===== src/rtl/branch_redirect.sv =====
`default_nettype none
// ============================================================================
//  Module   : branch_redirect
//  Purpose  : Fetch-PC owner and control-transfer redirect stage. Takes the
//             EX-stage branch/jump decision, forms the target, loads the PC,
//             runs the IF/ID flush sequence and traps on misaligned targets.
//  Revision : 1.0 - initial release
// ============================================================================
module branch_redirect #(
   parameter logic [31:0] RESET_PC     = 32'h0000_0000,
   parameter logic [31:0] TRAP_PC      = 32'h0000_0100,
   parameter int unsigned FLUSH_CYCLES = 2
) (
   input  logic        clk,
   input  logic        rst,
   input  logic        stall,
   input  logic        ex_valid,
   input  logic        is_branch,
   input  logic        is_jal,
   input  logic        is_jalr,
   input  logic        should_branch,
   input  logic [31:0] ex_pc,
   input  logic [31:0] imm_out,
   input  logic [31:0] rs1,
   output logic [31:0] pc,
   output logic        flush,
   output logic        redirect,
   output logic        misalign_err,
   output logic [31:0] taken_count
);

   typedef enum logic [0:0] {
      ST_RUN   = 1'b0,
      ST_FLUSH = 1'b1
   } state_t;

   localparam logic [2:0] C_FLUSH_LOAD = 3'(FLUSH_CYCLES);

   state_t      r_state;
   logic [2:0]  r_cnt;
   logic [31:0] r_pc;
   logic        r_redirect;
   logic        r_misalign;
   logic [31:0] r_taken_count;

   state_t      w_state_nxt;
   logic [2:0]  w_cnt_nxt;
   logic [31:0] w_pc_nxt;
   logic        w_redirect_nxt;
   logic        w_misalign_nxt;
   logic [31:0] w_count_nxt;

   logic [31:0] w_jalr_sum;
   logic [31:0] w_target;
   logic        w_take;

   // JALR clears bit 0 of its sum; JAL and branches are PC-relative.
   // Only JALR changes the base, so jalr > {jal, branch} priority is enough.
   assign w_jalr_sum = rs1 + imm_out;
   assign w_target   = is_jalr ? {w_jalr_sum[31:1], 1'b0} : (ex_pc + imm_out);

   // In FLUSH the EX instruction is wrong-path, so it can never transfer.
   assign w_take = (r_state == ST_RUN) & ex_valid &
                   (is_jalr | is_jal | (is_branch & should_branch));

   // Next-state, next-PC and pulse generation for the RUN/FLUSH sequencer.
   always_comb begin
      w_state_nxt    = r_state;
      w_cnt_nxt      = r_cnt;
      w_pc_nxt       = r_pc;
      w_redirect_nxt = 1'b0;
      w_misalign_nxt = 1'b0;
      w_count_nxt    = r_taken_count;
      case (r_state)
         ST_RUN: begin
            if (w_take) begin
               w_state_nxt    = ST_FLUSH;
               w_cnt_nxt      = C_FLUSH_LOAD;
               w_redirect_nxt = 1'b1;
               if (w_target[1]) begin
                  w_pc_nxt       = TRAP_PC;
                  w_misalign_nxt = 1'b1;
               end else begin
                  w_pc_nxt    = w_target;
                  w_count_nxt = r_taken_count + 32'd1;
               end
            end else if (!stall) begin
               w_pc_nxt = r_pc + 32'd4;
            end
         end
         ST_FLUSH: begin
            if (!stall) begin
               w_pc_nxt  = r_pc + 32'd4;
               w_cnt_nxt = r_cnt - 3'd1;
               if (r_cnt == 3'd1) begin
                  w_state_nxt = ST_RUN;
               end
            end
         end
      endcase
   end

   // State and architectural registers; reset overrides everything.
   always_ff @(posedge clk) begin
      if (rst) begin
         r_state       <= ST_RUN;
         r_cnt         <= 3'd0;
         r_pc          <= RESET_PC;
         r_redirect    <= 1'b0;
         r_misalign    <= 1'b0;
         r_taken_count <= 32'd0;
      end else begin
         r_state       <= w_state_nxt;
         r_cnt         <= w_cnt_nxt;
         r_pc          <= w_pc_nxt;
         r_redirect    <= w_redirect_nxt;
         r_misalign    <= w_misalign_nxt;
         r_taken_count <= w_count_nxt;
      end
   end

   assign pc           = r_pc;
   assign flush        = (r_state == ST_FLUSH);
   assign redirect     = r_redirect;
   assign misalign_err = r_misalign;
   assign taken_count  = r_taken_count;

endmodule
`default_nettype wire


===== config.mk =====
export PLATFORM = sky130hd
export DESIGN_NAME = branch_redirect
export DESIGN_NICKNAME = d
export VERILOG_FILES = /design/src/rtl/branch_redirect.sv
export SDC_FILE = /design/constraint.sdc
export NUM_CORES = 1
export LEC_CHECK = 0
export ABC_CLOCK_PERIOD_IN_PS = 6920
export BUFFER_PORTS_ARGS = -buffer_cell sky130_fd_sc_hd__clkbuf_2
export CELL_PAD_IN_SITES_DETAIL_PLACEMENT = 2
export CELL_PAD_IN_SITES_GLOBAL_PLACEMENT = 2
export CORE_AREA = 2 2 144 146
export CTS_CLUSTER_SIZE = 16
export DETAILED_ROUTE_END_ITERATION = 8
export DIE_AREA = 0 0 146 148
export GPL_ROUTABILITY_DRIVEN = 0
export HOLD_SLACK_MARGIN = 0.12
export PLACE_DENSITY = 0.95
export RECOVER_POWER = 100
export SKIP_LAST_GASP = 1
export SLEW_MARGIN = 40
export SYNTH_ARGS = -nofsm -noshare
export SYNTH_HDL_FRONTEND = slang
export SYNTH_SLANG_ARGS = --single-unit
export TNS_END_PERCENT = 30

===== constraint.sdc =====
create_clock -name clk -period 6.92 [get_ports clk]
set_clock_uncertainty 0.2 [all_clocks]
set_input_delay 0.346 -clock clk [delete_from_list [all_inputs] [get_ports clk]]
set_output_delay 0.346 -clock clk [all_outputs]
set_load 0.05 [all_outputs]

==> results of run 1 <==
[logic make-up after synthesis]
| group | after synthesis |
|---|---|
| adders and majority gates | 67 |
| xor gates and xnor gates | 105 |
| muxes | 5 |
| other | 1 |
| buffers and inverters | 35 |
| and+or+nand+nor | 316 |
| AOI/OAI and AO/OA | 240 |
| DFF | 69 |
[how the worst min path moves through the flow]
stage                               start                    end  slack, ns  depth (start not counted)
floorplan           r_cnt[2]$_SDFFE_PP0P_  r_cnt[2]$_SDFFE_PP0P_       0.28                          2
global placement       pc[0]$_SDFFE_PP0P_     pc[0]$_SDFFE_PP0P_       0.27                          2
detailed placement     pc[0]$_SDFFE_PP0P_     pc[0]$_SDFFE_PP0P_       0.28                          2
CTS                                 stall       pc[3]$_SDFF_PP0_       0.23                          3
global route                        stall       pc[3]$_SDFF_PP0_       0.28                          3
finish                              stall       pc[3]$_SDFF_PP0_       0.25                          3
[where the power goes]
group / switching (uW) / internal, uW / leakage (uW) / total [uW]
registers: 24.5 / 414 / 0.000559 / 439
clock network: 189 / 316 / 0.000156 / 505
logic: 348 / 195 / 0.00260 / 542
[registers in the layout, indices dropped and copies added, names as in the netlist]
| name | count |
|---|---|
| taken_count | 32 |
| misalign_err | 1 |
| pc | 31 |
| redirect | 1 |
| r_cnt | 3 |
| flush | 1 |
[metal layers]
metal	global-route usage	part of all wire	vias to the layer above
met4	0.102	0.037	0
li1	-	-	3375
met2	0.456	0.51	196
met3	0.0377	0.037	71
met5	0	0	-
met1	0.282	0.41	3512
[cell usage after synthesis (3+ instances only)]
| cell | n |
|---|---|
| inv_1 | 13 |
| and2_1 | 5 |
| dfxtp_1 | 69 |
| nor2b_1 | 10 |
| nor3_1 | 12 |
| mux2i_1 | 5 |
| xor2_1 | 59 |
| or3_1 | 4 |
| nand2b_1 | 15 |
| o31a_1 | 3 |
| a31oi_1 | 7 |
| a221oi_1 | 3 |
| nand4_1 | 16 |
| o21bai_1 | 3 |
| o22ai_1 | 10 |
| o221ai_1 | 4 |
| clkbuf_1 | 18 |
| o21ai_0 | 45 |
| a211o_1 | 4 |
| nand3_1 | 46 |
| xnor2_1 | 46 |
| o21ai_2 | 4 |
| nand2_1 | 81 |
| a21boi_0 | 3 |
| and4_1 | 3 |
| o21a_1 | 14 |
| o211ai_1 | 6 |
| a21oi_1 | 61 |
| a22oi_1 | 9 |
| a21o_1 | 32 |
| a211oi_1 | 6 |
| nor4_1 | 4 |
| ha_1 | 65 |
| and3_1 | 14 |
| nor2_1 | 86 |
[area by class of cell]
class                      count  area share
clock buffer                  10      0.0291
clock inverter                 6      0.0111
inverter                      14     0.00667
multi-input combinational    734       0.637
sequential                    69       0.175
tap                          270      0.0429
timing repair buffer         170      0.0974
[metrics by stage]
step | total power, uW | instances
6_report | 1490 | 1273
3_5_place_dp | 982 | 1257
4_1_cts | 1490 | 1273
2_1_floorplan | 811 | 838
5_1_grt | 1560 | 1273
3_3_place_gp | 953 | 1257
[worst min-delay path: stages]
cell and delay [ns]:
clkbuf_2 0.19, mux2i_1 0.10, o22ai_1 0.11
==> results.toml, run 1 <==
[sta]
fmax_mhz = 209
hold_ws_ns = 0.251
finalSetupViolations = 0
setup_ws_ns = 2.14
slew_headroom = 0.0251
slew_violations = 0
hold_viol_final = 0
rsz0062_at_grt = "false"
tightest_slew_ns = 1.46
period_needed_ns = 4.78
finalCritPeriodShare = 0.690
setup-tns-final_ns = 0

[yosys]
synth_xor_area_frac = 0.141
synth.area.top_cells = "dfxtp_1 21%, ha_1 12%, xor2_1 7.9%, xnor2_1 6.2%, nor2_1 4.9%"
async_flop_share = 0
syn-num-nets = 1009
synth-edff-count = 0
synthCells = 838
yosys.area_share.adder = 0.130
synth_top_area_cell = "dfxtp_1"
ys.flop_type = "dfxtp_1"
ys_seq_elements = 69
synth_top_area_frac = 0.211
synth_area_sq_um = 6540
synth-simple-area-share = 0.237
ys_warn_count = 0
ys_types = 80
synth_top_family_by_area = "compound AO/OA/AOI/OAI gates"
synth-seq-area-share = 0.211
muxShareOfSynthArea = 0.00765
synth_area_per_cell_sq_um = 7.81
synth_compound_area_frac = 0.251

[clock_tree]
clockRootBuffer = "clkbuf_16"
clock_path_buffers = 2
clk_pin_slew_ns = 0.06
post_cts_buffers = 0
cts.sink_count = 69
h-tree-depth = 3
cts.repair.resized = 0
clkLatencyLatePin_ns = 0.34
hold_buffers = 0
cts_tree = "yes"
cts_inserted_buffers = 9

[outcome]
status = "finished clean"

[critical_path]
cp.depth = 10
endpoint_kind = "register"
path_cells = "clkbuf_1 -> a211o_1 -> nand3b_1 -> nor2_1 -> and3_1 -> nand3_1 -> nor3_1 -> nand3_1 -> xor2_1 -> nor2_1"
path_delay_family = "simple AND/OR/NAND/NOR gates"
startpoint_type = "input port"
cp_max_fo = 29
crit_path_start = "is_jalr"
r2r-start = "flush$_SDFF_PP0_"
rr_endpoint = "taken_count[24]$_SDFFE_PP0P_"
cpMaxStageDelayCell = "clkbuf_1"
ff2ff_setup_slack_ns = 2.97
crit_path_max_incr_delay_ns = 1.03
cp.required_ns = 6.93
crit_end = "taken_count[24]$_SDFFE_PP0P_"
rr_worst_depth = 8
worst-path-buf-inv = 1
cp.arrival_ns = 4.79
crit_type = "input port to register"

[placement]
dpl_cell_area_sq_um = 7650
dp_worst_setup_slack_ns = 2.81
portBuffers = 169
hpwlAfterDp_um = 21600

[die]
rows = 52
placeableCoreArea_sq_um = 20000
die-width_um = 146
start_util = 0.327
die_h_um = 148
io_pins = 171
die_area_sq_um = 21600

[finish]
final_nets = 1169
layout_common_cells = "100 x clkbuf_2, 85 x nor2_1, 81 x nand2_1, 70 x clkbuf_1, 69 x dfxtp_1"
layout_commonest_cell = "clkbuf_2"
fin_util = 0.393
drive_gt1_frac = 0.139
fillers = 2448
final_design_area_no_fill_sq_um = 7870
n_antenna_cell = 0
multi_input_area_sq_um = 5020
seqCellArea_sq_um = 1380
synthToLayoutAreaGrowth_pct = 20.3

[routing]
wl_per_cell_um = 21.3
routed_wirelength_um = 27100
route.vias.total = 7154
drtIter0Drc = 237
ant_nets = 0
first_pass_iters = 5
vias_per_cell = 5.62
drc = 0

[grt]
grt_max_degree = 48
grt_pass1_wl_um = 43000
grtUsageTotal = 0.246
antenna_found_initial = 0
grt_pass1_vias = 8031
overflow = 0

[pwr]
p_leak_uw = 0.00331
powerDensity_nw_per_um2 = 189
peakVddDrop_mv = 0.122

[run]
max_cap_viol_count = 0

[hold_path]
hold_class = "input port to register"
Note: power is estimated with default switching activity, not from simulation.
==> run 2: changes to the inputs <==
ABC_CLOCK_PERIOD_IN_PS = 4720   (was 6920)
CORE_AREA = 2 2 149 151   (was 2 2 144 146)
DIE_AREA = 0 0 151 153   (was 0 0 146 148)
PLACE_DENSITY = 0.9   (was 0.95)
clock period = 4.72 ns   (was 6.92 ns; I/O delays follow)
==> results.toml, run 2 (same netlist as run 1, synthesis figures left out) <==
[grt]
busiest_layer = "met2"
antenna_found_initial = 0
grt_pass1_wl_um = 40800
overflow = 0
met1_usage = 0.269
grtUsageTotal = 0.221
grt_max_degree = 40
gr-usage-met3 = 0.0221
grtUsageMet2 = 0.402
grt_pass1_vias = 7733

[die]
io_pins = 171
die_area_sq_um = 23100
placeableCoreArea_sq_um = 21500
die_h_um = 153
rows = 54
die-width_um = 151
start_util = 0.305

[critical_path]
cp.arrival_ns = 3.63
cpMaxStageDelayCell = "fa_1"
cp.required_ns = 4.73
cp_max_fo = 12
startpoint_type = "input port"
endpoint_kind = "register"
crit_type = "input port to register"
crit_top_cell = "nor2_1"
crit_path_max_incr_delay_ns = 0.47
path_cells = "clkbuf_1 -> ha_1 -> inv_1 -> fa_1 -> nor2b_1 -> a21oi_1 -> nor2_1 -> clkbuf_1 -> nand3_1 -> or3_1 -> nor2_1 -> and3_1 -> nand3_1 -> xor2_1 -> nor2_1"

[pwr]
power_frac_seq = 0.300
peakVddDrop_mv = 0.179
swShare = 0.382
switching_power_uw = 816
p_clk_frac = 0.335
p_leak_uw = 0.00330
powerDensity_nw_per_um2 = 271
fin_total_pwr_uw = 2140
p_comb_frac = 0.364
power.internal_uw = 1320

[clock_tree]
cts_inserted_buffers = 9
cts.repair.resized = 0
h-tree-depth = 3
hold_buffers = 0
clkLatencyLatePin_ns = 0.35
clk_pin_slew_ns = 0.06
cts_tree = "yes"
cts.sink_count = 69
clockRootBuffer = "clkbuf_16"
clock_path_buffers = 2
post_cts_buffers = 0

[routing]
vias_per_cell = 5.46
drc = 0
routed_wirelength_um = 25700
first_pass_iters = 4
ant_nets = 0
wl_per_cell_um = 20.0
route.vias.total = 7018
drtIter0Drc = 282

[run]
max_cap_viol_count = 0

[finish]
layout_common_cells = "99 x clkbuf_2, 85 x nor2_1, 81 x nand2_1, 70 x clkbuf_1, 69 x dfxtp_1"
seqCellArea_sq_um = 1380
layout_commonest_cell = "clkbuf_2"
drive_gt1_frac = 0.137
n_antenna_cell = 0
multi_input_area_sq_um = 5010
fillers = 2579
synthToLayoutAreaGrowth_pct = 20.4
largest_reg_flops = 32
final_nets = 1171
final_design_area_no_fill_sq_um = 7880

[sta]
slew_violations = 0
setup-tns-final_ns = 0
hold_viol_final = 0
rsz0062_at_grt = "false"
finalSetupViolations = 0
fmax_mhz = 276
hold_ws_ns = 0.133
finalCritPeriodShare = 0.768
period_needed_ns = 3.62
slew_headroom = 0.466
setup_ws_ns = 1.10
tightest_slew_ns = 0.798

[outcome]
status = "finished clean"

[placement]
dpl_cell_area_sq_um = 7680
hpwlAfterDp_um = 21000
dp_worst_setup_slack_ns = 1.16
portBuffers = 169

[hold_path]
hold_class = "input port to register"
-- run 2: path summary, 6_finish.rpt --
| kind | from | to | slack [ns] | depth (start not counted) |
|---|---|---|---|---|
| hold / removal | stall | pc[3]$_SDFF_PP0_ | 0.13 | 3 |
| hold reg to reg | pc[0]$_SDFFE_PP0P_ | pc[0]$_SDFFE_PP0P_ | 0.28 | 2 |
| setup reg to reg | flush$_SDFF_PP0_ | taken_count[29]$_SDFFE_PP0P_ | 1.30 | 10 |
| setup / recovery | imm_out[0] | taken_count[29]$_SDFFE_PP0P_ | 1.10 | 15 |
-- run 2: power by group through the flow --
stage	sequential (uW)	combinational, uW	clock, uW
3_5_place_dp	654	781	0
4_1_cts	641	790	730
2_1_floorplan	721	468	0
6_report	641	777	716
5_1_grt	645	852	756
3_3_place_gp	653	753	0
-- run 2: worst max-delay path, delay by kind of cell --
kind            cells  cell delay, ns
fa+ha+maj           2            0.70
compound gates      1            0.10
simple gates        8            1.75
xor+xnor            1            0.16
buf+inv             3            0.67
-- run 2: through the flow --
stage | util | cells
3_5_place_dp | 0.358 | 1269
4_1_cts | 0.372 | 1285
5_1_grt | 0.367 | 1285
3_3_place_gp | 0.357 | 1269
2_1_floorplan | - | 838
6_report | 0.367 | 1285
-- run 2: layout make-up --
type / count / share of cell area
Multi-Input combinational cell: 734 / 0.635
Sequential cell: 69 / 0.175
Timing Repair Buffer: 172 / 0.0988
Tap cell: 280 / 0.0445
Clock buffer: 10 / 0.0303
Clock inverter: 6 / 0.00905
Inverter: 14 / 0.00667
-- run 2: routing by layer --
metal	wire [um]	share of wire
met3	844	0.033
met2	13300	0.52
met1	10900	0.42
met4	653	0.025
met5	0	0
==> run 3: changes to the inputs <==
ABC_CLOCK_PERIOD_IN_PS = 3200   (was 4720)
CORE_AREA = 2 2 156 158   (was 2 2 149 151)
DIE_AREA = 0 0 158 160   (was 0 0 151 153)
PLACE_DENSITY = 0.87   (was 0.9)
clock period = 3.2 ns   (was 4.72 ns; I/O delays follow)
==> results.toml, run 3 (same netlist as run 1, synthesis figures left out) <==
[critical_path]
crit_path_max_incr_delay_ns = 0.53
crit_top_cell = "nor2b_1"
cp_max_fo = 6
path_cells = "dlygate4sd3_1 -> clkbuf_2 -> nor2b_1 -> nand2_1 -> nor4_1 -> nor2b_1 -> nand3_1 -> xnor2_1 -> a222oi_1 -> o41ai_1 -> a311o_1"
startpoint_type = "input port"
cp.arrival_ns = 3.13
endpoint_kind = "register"
crit_type = "input port to register"
cpMaxStageDelayCell = "dlygate4sd3_1"
cp.required_ns = 3.23

[clock_tree]
h-tree-depth = 3
cts_tree = "yes"
cts.sink_count = 69
clock_path_buffers = 2
cts_inserted_buffers = 9
clk_pin_slew_ns = 0.06
clkLatencyLatePin_ns = 0.35
clockRootBuffer = "clkbuf_16"

[grt]
grt_pass1_vias = 8010
grtUsageTotal = 0.211
grt_max_degree = 47
met1_usage = 0.254
busiest_layer = "met2"
grt_pass1_wl_um = 42600
gr-usage-met3 = 0.0271
overflow = 0
antenna_found_initial = 0
grtUsageMet2 = 0.386

[die]
io_pins = 171
die_area_sq_um = 25300
die_h_um = 160
start_util = 0.275
die-width_um = 158
rows = 57
placeableCoreArea_sq_um = 23800

[hold_path]
hold_class = "input port to register"

[sta]
fmax_mhz = 322
period_needed_ns = 3.11
hold_viol_final = 0
setup_ws_ns = 0.0932
finalSetupViolations = 0
slew_headroom = 0.538
slew_violations = 0
finalCritPeriodShare = 0.971
rsz0062_at_grt = "true"
tightest_slew_ns = 0.696

[finish]
layout_common_cells = "102 x clkbuf_2, 86 x nor2_1, 81 x nand2_1, 73 x clkbuf_1, 69 x dfxtp_1"
largest_reg_flops = 32
synthToLayoutAreaGrowth_pct = 25.1
drive_gt1_frac = 0.162
fillers = 2913
final_nets = 1208
fin_util = 0.344
n_antenna_cell = 0
layout_commonest_cell = "clkbuf_2"

[routing]
first_pass_iters = 4
drc = 0
vias_per_cell = 5.20
drtIter0Drc = 258
wl_per_cell_um = 19.4
routed_wirelength_um = 26500
ant_nets = 0
route.vias.total = 7108

[placement]
dp_worst_setup_slack_ns = -0.197
hpwlAfterDp_um = 22200
portBuffers = 169

[run]
max_cap_viol_count = 0

[outcome]
status = "finished clean"

[pwr]
p_leak_uw = 0.00346
peakVddDrop_mv = 0.220
powerDensity_nw_per_um2 = 382
[run 3: cell types whose count changed in the layout (fill, tap and decap cells not counted), sizes merged]
cell and delta:
clkinvlp -1, bufinv -1, inv +4, dlygate4sd3 +4, clkinv -1, buf +26, clkbuf +6
[run 3: what timing repair did]
action / in CTS / in global routing
hold buffers: 4 / 0
endpoints found under the hold margin: 7 / 0
buffers inserted: 0 / 0
resized for setup: 0 / 1
endpoints found under the setup margin: 0 / 7
[run 3: per-stage QoR]
stage	instance area (sq um)	setup TNS [ns]	hold WS (ns)	power [uW]	std cells
after global routing	8190	-0.390	0.194	3320	1366
after detailed placement	7980	-0.700	0.260	2160	1346
after global placement	7980	-0.139	0.259	2120	1346
final	8190	0	0.147	3130	1366
after CTS	8310	0	0.149	3170	1366
after floorplan	6540	0	0.156	1750	838
[run 3: worst max-delay path, delay by kind of cell]
kind | cells | cell delay (ns)
compound gates | 3 | 0.81
xor+xnor | 1 | 0.14
buf+inv | 2 | 0.71
simple gates | 5 | 1.31
[run 3: worst paths after layout]
kind	from	to	cells past startpoint	slack [ns]
max	stall	pc[30]$_SDFF_PP0_	11	0.09
min reg2reg	pc[0]$_SDFFE_PP0P_	pc[0]$_SDFFE_PP0P_	2	0.26
max reg2reg	pc[15]$_SDFF_PP0_	pc[30]$_SDFF_PP0_	9	0.23
min	rst	pc[3]$_SDFF_PP0_	3	0.15
[run 3: final cells by class]
class / count / area [sq um] / area share
sequential: 69 / 1380 / 0.169
tap: 324 / 405 / 0.0495
inverter: 14 / 52.6 / 0.00642
clock buffer: 9 / 225 / 0.0275
multi-input combinational: 734 / 5010 / 0.612
clock inverter: 7 / 62.6 / 0.00764
timing repair buffer: 209 / 1050 / 0.128
[run 3: routing by layer]
layer / wire length [um] / part of all wire / up-vias
met5: 0 / 0 / -
met3: 918 / 0.035 / 40
met1: 11300 / 0.43 / 3478
met4: 656 / 0.025 / 0
li1: - / - / 3448
met2: 13700 / 0.52 / 142
[run 3: power breakdown]
group          leakage (uW)  internal, uW  switching, uW
registers          0.000559           895           50.0
clock network      0.000139           543            452
logic               0.00277           456            731
total               0.00346          1890           1230
